[config.mk]
export PLATFORM = sky130hd
export DESIGN_NAME = ac_stream_matcher
export DESIGN_NICKNAME = d
export VERILOG_FILES = /design/src/rtl/ac_stream_matcher.sv
export SDC_FILE = /design/constraint.sdc
export NUM_CORES = 2
export LEC_CHECK = 0
export BUFFER_PORTS_ARGS = -buffer_cell sky130_fd_sc_hd__buf_4
export CAP_MARGIN = 20
export CORE_AREA = 2 2 486 488
export CTS_BUF_LIST = sky130_fd_sc_hd__clkbuf_2
export DETAILED_ROUTE_END_ITERATION = 8
export DIE_AREA = 0 0 488 490
export GPL_ROUTABILITY_DRIVEN = 0
export PLACE_DENSITY_LB_ADDON = 0.25
export SYNTH_ARGS = -nofsm -noshare
export SYNTH_HDL_FRONTEND = slang
export SYNTH_SLANG_ARGS = --single-unit
[constraint.sdc]
create_clock -name CLK -period 6.16 [get_ports CLK]
set_clock_uncertainty 0.15 [all_clocks]
set_input_delay 1.232 -clock CLK [delete_from_list [all_inputs] [get_ports CLK]]
set_output_delay 1.232 -clock CLK [all_outputs]
set_load 0.01 [all_outputs]
[src/rtl/ac_stream_matcher.sv]
// ac_stream_matcher
//   Aho-Corasick stream matcher. One character is accepted at a time; the
//   goto table is searched in parallel, and on a miss the failure chain is
//   walked one hop per cycle until a goto hit or the root is reached.
//
// Ports
//   CLK, RST                  clock, synchronous active-high reset
//   IN_VALID/IN_CHAR/IN_LAST  character stream input, IN_READY = accept
//   TBL_WE/SEL/ADDR/WDATA     table write port (goto, failure, output)
//   MATCH_VALID/ID/POS        one-cycle match report
//   STATE_OUT                 current automaton state
//   BUSY                      lookup in progress
//   ERR                       sticky failure-chain overrun flag
module ac_stream_matcher #(
    parameter int unsigned CHAR_W     = 8,
    parameter int unsigned STATE_W    = 8,
    parameter int unsigned GOTO_DEPTH = 32,
    parameter int unsigned NUM_STATES = 32,
    parameter int unsigned ID_W       = 4,
    parameter int unsigned POS_W      = 16
) (
    input  logic                            CLK,
    input  logic                            RST,
    input  logic                            IN_VALID,
    input  logic [CHAR_W-1:0]               IN_CHAR,
    input  logic                            IN_LAST,
    output logic                            IN_READY,
    input  logic                            TBL_WE,
    input  logic [1:0]                      TBL_SEL,
    input  logic [7:0]                      TBL_ADDR,
    input  logic [2*STATE_W+CHAR_W:0]       TBL_WDATA,
    output logic                            MATCH_VALID,
    output logic [ID_W-1:0]                 MATCH_ID,
    output logic [POS_W-1:0]                MATCH_POS,
    output logic [STATE_W-1:0]              STATE_OUT,
    output logic                            BUSY,
    output logic                            ERR
);

    localparam int unsigned HOP_W = $clog2(NUM_STATES + 1);

    typedef enum logic {IDLE, LOOKUP} fsm_e;

    fsm_e fsm_q, fsm_d;

    logic [STATE_W-1:0] state_q, state_d;
    logic [POS_W-1:0]   pos_q, pos_d;
    logic [HOP_W-1:0]   hop_q, hop_d;
    logic [CHAR_W-1:0]  char_q, char_d;
    logic               last_q, last_d;
    logic               mv_q, mv_d;
    logic [ID_W-1:0]    mid_q, mid_d;
    logic [POS_W-1:0]   mpos_q, mpos_d;
    logic               err_q, err_d;

    logic               g_valid_q [GOTO_DEPTH];
    logic               g_valid_d [GOTO_DEPTH];
    logic [STATE_W-1:0] g_cur_q   [GOTO_DEPTH];
    logic [STATE_W-1:0] g_cur_d   [GOTO_DEPTH];
    logic [CHAR_W-1:0]  g_chr_q   [GOTO_DEPTH];
    logic [CHAR_W-1:0]  g_chr_d   [GOTO_DEPTH];
    logic [STATE_W-1:0] g_nxt_q   [GOTO_DEPTH];
    logic [STATE_W-1:0] g_nxt_d   [GOTO_DEPTH];
    logic [STATE_W-1:0] fail_q    [NUM_STATES];
    logic [STATE_W-1:0] fail_d    [NUM_STATES];
    logic [ID_W-1:0]    out_q     [NUM_STATES];
    logic [ID_W-1:0]    out_d     [NUM_STATES];

    logic               hit;
    logic [STATE_W-1:0] hit_nxt;
    logic [STATE_W-1:0] fail_rd;
    logic [ID_W-1:0]    out_rd;
    logic               complete;

    // Table write port; only honoured while idle so a lookup never sees a
    // table change mid-character.
    always_comb begin
        g_valid_d = g_valid_q;
        g_cur_d   = g_cur_q;
        g_chr_d   = g_chr_q;
        g_nxt_d   = g_nxt_q;
        fail_d    = fail_q;
        out_d     = out_q;
        if (fsm_q == IDLE && TBL_WE) begin
            for (int unsigned i = 0; i < GOTO_DEPTH; i++) begin
                if (TBL_SEL == 2'd0 && 32'(TBL_ADDR) == i) begin
                    g_valid_d[i] = TBL_WDATA[2*STATE_W+CHAR_W];
                    g_cur_d[i]   = TBL_WDATA[2*STATE_W+CHAR_W-1 -: STATE_W];
                    g_chr_d[i]   = TBL_WDATA[STATE_W+CHAR_W-1 -: CHAR_W];
                    g_nxt_d[i]   = TBL_WDATA[STATE_W-1:0];
                end
            end
            for (int unsigned i = 0; i < NUM_STATES; i++) begin
                if (TBL_SEL == 2'd1 && 32'(TBL_ADDR) == i) fail_d[i] = TBL_WDATA[STATE_W-1:0];
                if (TBL_SEL == 2'd2 && 32'(TBL_ADDR) == i) out_d[i]  = TBL_WDATA[ID_W-1:0];
            end
        end
    end

    // Parallel goto search (lowest index wins) and bounded table reads;
    // states beyond the table depth read as zero.
    always_comb begin
        hit     = 1'b0;
        hit_nxt = '0;
        fail_rd = '0;
        out_rd  = '0;
        for (int unsigned i = 0; i < GOTO_DEPTH; i++) begin
            if (!hit && g_valid_q[i] && g_cur_q[i] == state_q && g_chr_q[i] == char_q) begin
                hit     = 1'b1;
                hit_nxt = g_nxt_q[i];
            end
        end
        for (int unsigned i = 0; i < NUM_STATES; i++) begin
            if (32'(state_q) == i) fail_rd = fail_q[i];
            if (32'(hit_nxt) == i) out_rd  = out_q[i];
        end
    end

    // Next-state logic.
    always_comb begin
        fsm_d    = fsm_q;
        state_d  = state_q;
        pos_d    = pos_q;
        hop_d    = hop_q;
        char_d   = char_q;
        last_d   = last_q;
        mv_d     = 1'b0;
        mid_d    = mid_q;
        mpos_d   = mpos_q;
        err_d    = err_q;
        complete = 1'b0;
        case (fsm_q)
            IDLE: begin
                if (IN_VALID) begin
                    char_d = IN_CHAR;
                    last_d = IN_LAST;
                    hop_d  = '0;
                    fsm_d  = LOOKUP;
                end
            end
            LOOKUP: begin
                if (hit) begin
                    state_d  = hit_nxt;
                    complete = 1'b1;
                    if (out_rd != '0) begin
                        mv_d   = 1'b1;
                        mid_d  = out_rd;
                        mpos_d = pos_q;
                    end
                end else if (state_q == '0) begin
                    complete = 1'b1;
                end else if (hop_q == HOP_W'(NUM_STATES - 1)) begin
                    // This hop would bring the count to NUM_STATES: the chain
                    // is cyclic, so abandon the character at the root.
                    state_d  = '0;
                    err_d    = 1'b1;
                    complete = 1'b1;
                end else begin
                    state_d = fail_rd;
                    hop_d   = hop_q + 1'b1;
                end
            end
            default: fsm_d = IDLE;
        endcase
        if (complete) begin
            fsm_d = IDLE;
            pos_d = pos_q + 1'b1;
            if (last_q) begin
                state_d = '0;
                pos_d   = '0;
            end
        end
    end

    // State register.
    always_ff @(posedge CLK) begin
        if (RST) begin
            fsm_q   <= IDLE;
            state_q <= '0;
            pos_q   <= '0;
            hop_q   <= '0;
            char_q  <= '0;
            last_q  <= 1'b0;
            mv_q    <= 1'b0;
            mid_q   <= '0;
            mpos_q  <= '0;
            err_q   <= 1'b0;
            for (int unsigned i = 0; i < GOTO_DEPTH; i++) begin
                g_valid_q[i] <= 1'b0;
                g_cur_q[i]   <= '0;
                g_chr_q[i]   <= '0;
                g_nxt_q[i]   <= '0;
            end
            for (int unsigned i = 0; i < NUM_STATES; i++) begin
                fail_q[i] <= '0;
                out_q[i]  <= '0;
            end
        end else begin
            fsm_q     <= fsm_d;
            state_q   <= state_d;
            pos_q     <= pos_d;
            hop_q     <= hop_d;
            char_q    <= char_d;
            last_q    <= last_d;
            mv_q      <= mv_d;
            mid_q     <= mid_d;
            mpos_q    <= mpos_d;
            err_q     <= err_d;
            g_valid_q <= g_valid_d;
            g_cur_q   <= g_cur_d;
            g_chr_q   <= g_chr_d;
            g_nxt_q   <= g_nxt_d;
            fail_q    <= fail_d;
            out_q     <= out_d;
        end
    end

    // Outputs.
    always_comb begin
        IN_READY    = (fsm_q == IDLE);
        BUSY        = (fsm_q != IDLE);
        MATCH_VALID = mv_q;
        MATCH_ID    = mid_q;
        MATCH_POS   = mpos_q;
        STATE_OUT   = state_q;
        ERR         = err_q;
    end

endmodule

==> results.toml <==
[critical_path]
required_ns = 7.57
cp_max_fo = 6
crit_path_start = "char_q[5]$_SDFFE_PP0P_"
endpoint = "MATCH_ID[0]$_SDFFE_PP0P_"
timing_worst_setup_path_type = "reg2reg"
critPathCaptureType = "flip-flop"
r2r-end = "MATCH_ID[0]$_SDFFE_PP0P_"
rr_startpoint = "char_q[5]$_SDFFE_PP0P_"
worstPathArrival_ns = 7.83
regToRegSetupSlack_ns = -0.27
reg2reg_depth = 27
crit_path_frequent_cell = "buf_12"
cp_slowest_cell = "or4_4"
critPathLaunchType = "flip-flop"
crit_path_max_incr_delay_ns = 0.63

[finish]
nets = 8145
layout_commonest_cell = "nand2_1"
synthToLayoutAreaGrowth_pct = 21.0
layout_common_cells = "nand2_1, dfxtp_1, a21oi_1"
drive_above_1_share_pct = 18.6
postLayoutCellArea_um2 = 70400
fillers = 25300

[power]
power_density_nw_per_um2 = 223
combPwrFrac_pct = 9.7
power_switching_mw = 4.79
p_total_mw = 15.7
swShare_pct = 30.6
seqPwrFrac_pct = 51.2
peakVddDrop_mv = 0.198
p_leak_nw = 24.3
internal_power_mw = 10.9
clkPwrFrac_pct = 39.1

[sta]
whs_ns = 0.212
finalCritPeriodShare_pct = 104
rsz0062_at_grt = "true"
min_period_ns = 6.43
max_freq_mhz = 156
drv_slew = 0
slew_headroom_pct = 17.5
tightest_slew_ns = 1.24
setup_viol = 20
setup_ws_ns = -0.267
tns_ns = -3.64
hold_viol_final = 0

[cts]
clkTransAtPathRegs_ns = 0.11
htreeDepth = 5
numClockSinks = 1238
cts_buffers = 362
tritoncts = "done"
cts_max_path_buffers = 4
clock_latency_ns = 1.82
root_buffer = "clkbuf_2"

[status]
status = "complete, but fails checks"
violations = "setup timing"

[yosys]
yosys-top-cells-area = "dfxtp_1, nand2_1, a21oi_1, xnor2_1, clkbuf_1"
syn_inst = 7548
yosys.area.top_type_share_pct = 42.6
synth-seq-cells = 1238
syn_area_per_cell_um2 = 7.70
synth_edf_count = 0
ys.flop_type = "dfxtp_1"
synth_cell_types = 119
netlist.top_cell.by_area = "dfxtp_1"
ys_seq_area_share_pct = 42.6
netlist_area_um2 = 58200
async_reset_ff_share_pct = 0
synth_fp_nets = 7598
yosysWarnings = 0

[route]
via_per_inst = 4.97
wl_per_cell_um = 21.5
dr_total_vias = 57200
drt_wl_total_um = 248000
drtIter0Drc = 5429
firstDrtPassIters = 9
drc_errors = 0
ant_nets = 0

[floorplan]
dieArea_um2 = 239000
die_w_um = 488
start_util_pct = 24.8
num_rows = 178
die_h_um = 490
io_pins = 80
core_area_um2 = 234000

[global_route]
grt_max_degree = 201
grt_pass1_vias = 54200
grt_use_total_pct = 19.9
overflow = 0
antenna_found_initial = 5
grt_pass1_wl_um = 363000

[placement]
dpl_cell_area_um2 = 64800
io_buffers = 79
post-dp-hpwl_um = 159000

[worst_hold_path]
hold_path_class = "in2reg"

[run]
maxCapViolCount = 0
-- sequential cells by signal, summed over array words and instances, names as in the netlist, 4 cells and up --
| name | flops |
|---|---|
| fail_q | 248 |
| STATE_OUT | 8 |
| out_q | 128 |
| MATCH_ID | 4 |
| g_valid_q | 32 |
| hop_q | 6 |
| g_chr_q | 256 |
| char_q | 8 |
| pos_q | 16 |
| g_nxt_q | 256 |
| g_cur_q | 256 |
| MATCH_POS | 16 |
-- how the worst min path moves through the flow --
stage,startpoint,to,cells after the start
floorplan,g_nxt_q[158]$_SDFFE_PP0P_,g_nxt_q[158]$_SDFFE_PP0P_,2
global placement,g_nxt_q[32]$_SDFFE_PP0P_,g_nxt_q[32]$_SDFFE_PP0P_,2
detailed placement,g_nxt_q[32]$_SDFFE_PP0P_,g_nxt_q[32]$_SDFFE_PP0P_,2
CTS,TBL_ADDR[6],g_cur_q[225]$_SDFFE_PP0P_,8
global route,TBL_ADDR[6],g_cur_q[226]$_SDFFE_PP0P_,8
finish,TBL_ADDR[6],g_cur_q[225]$_SDFFE_PP0P_,8
-- per-layer routing --
metal | wire [um] | up-vias | GRT usage, %
met5 | 0 | - | 0
li1 | - | 26800 | -
met3 | 14900 | 459 | 2.91
met2 | 112000 | 2169 | 31.5
met1 | 111000 | 27700 | 27.1
met4 | 8900 | 0 | 7.49
-- synthesized netlist by cell type, drive strengths merged, types with 13 or more instances --
cell type,instances
nand2,2175
dfxtp,1238
a21oi,1179
clkbuf,490
nand3,359
nor2,351
xnor2,342
mux2i,181
xor2,180
buf,120
o21ai,102
nor3,99
nand4,98
nor4,67
a22oi,44
o22ai,38
or3,33
inv,30
and3,26
a221oi,25
and2,22
a211oi,17
mux2,17
or4,17
nand2b,15
o211ai,15
a31oi,14
or2,14
a21o,13
-- power by group through the flow --
stage | registers, mW | logic (mW) | clock network [mW]
global route | 8.03 | 1.58 | 6.71
floorplan | 8.20 | 0.759 | 0
finish | 8.02 | 1.52 | 6.13
global placement | 8.23 | 1.37 | 0
detailed placement | 8.23 | 1.37 | 0
CTS | 8.02 | 1.49 | 6.30
-- critical path, delay by kind of cell, from the launching register on --
kind                   cells  cell delay (ns)
AO/OA/AOI/OAI             11             2.76
XOR/XNOR                   1             0.10
buffers and inverters      8             1.24
flip-flops                 1             0.37
multiplexers               1             0.11
AND/OR/NAND/NOR            6             1.39
-- cell families (layout without fill, tap and decap cells) --
group,count (synthesis),after routing,synth area share [%]
mux,202,202,3.61
xor+xnor,522,522,7.87
buf+inv,641,1428,5.16
fa+ha+maj,2,2,0.0430
flops,1238,1238,42.6
compound gates,1630,1631,16.3
simple gates,3313,3313,24.4
other cells,0,8,0
-- through the flow --
step	instances	utilization (%)	worst slack (ns)
6_report	11500	30.1	-0.267
5_1_grt	11500	30.1	-0.381
4_1_cts	11500	29.8	-0.127
3_5_place_dp	10700	27.7	-0.435
3_3_place_gp	10700	27.7	-0.475
2_1_floorplan	7548	-	0.843
-- layout make-up --
cell class                      count  area [um^2]  share of cell area [%]
Antenna cell                        8         20.0                  0.0285
Multi-Input combinational cell   5670        31400                    44.6
Inverter                           31          116                   0.165
Timing Repair Buffer              792         7020                    9.98
Tap cell                         3150         3940                    5.60
Clock buffer                      532         2660                    3.78
Clock inverter                     73          363                   0.516
Sequential cell                  1238        24800                    35.3
-- repair_timing --
action | in CTS | in global routing
resized for setup | 132 | 50
gates cloned | 4 | 1
setup buffers | 57 | 10
pin swaps | 29 | 39
endpoints found under the hold margin | 994 | 0
endpoints found under the setup margin | 21 | 21
hold buffers | 62 | 0
Power figures use the tool's default switching activity.
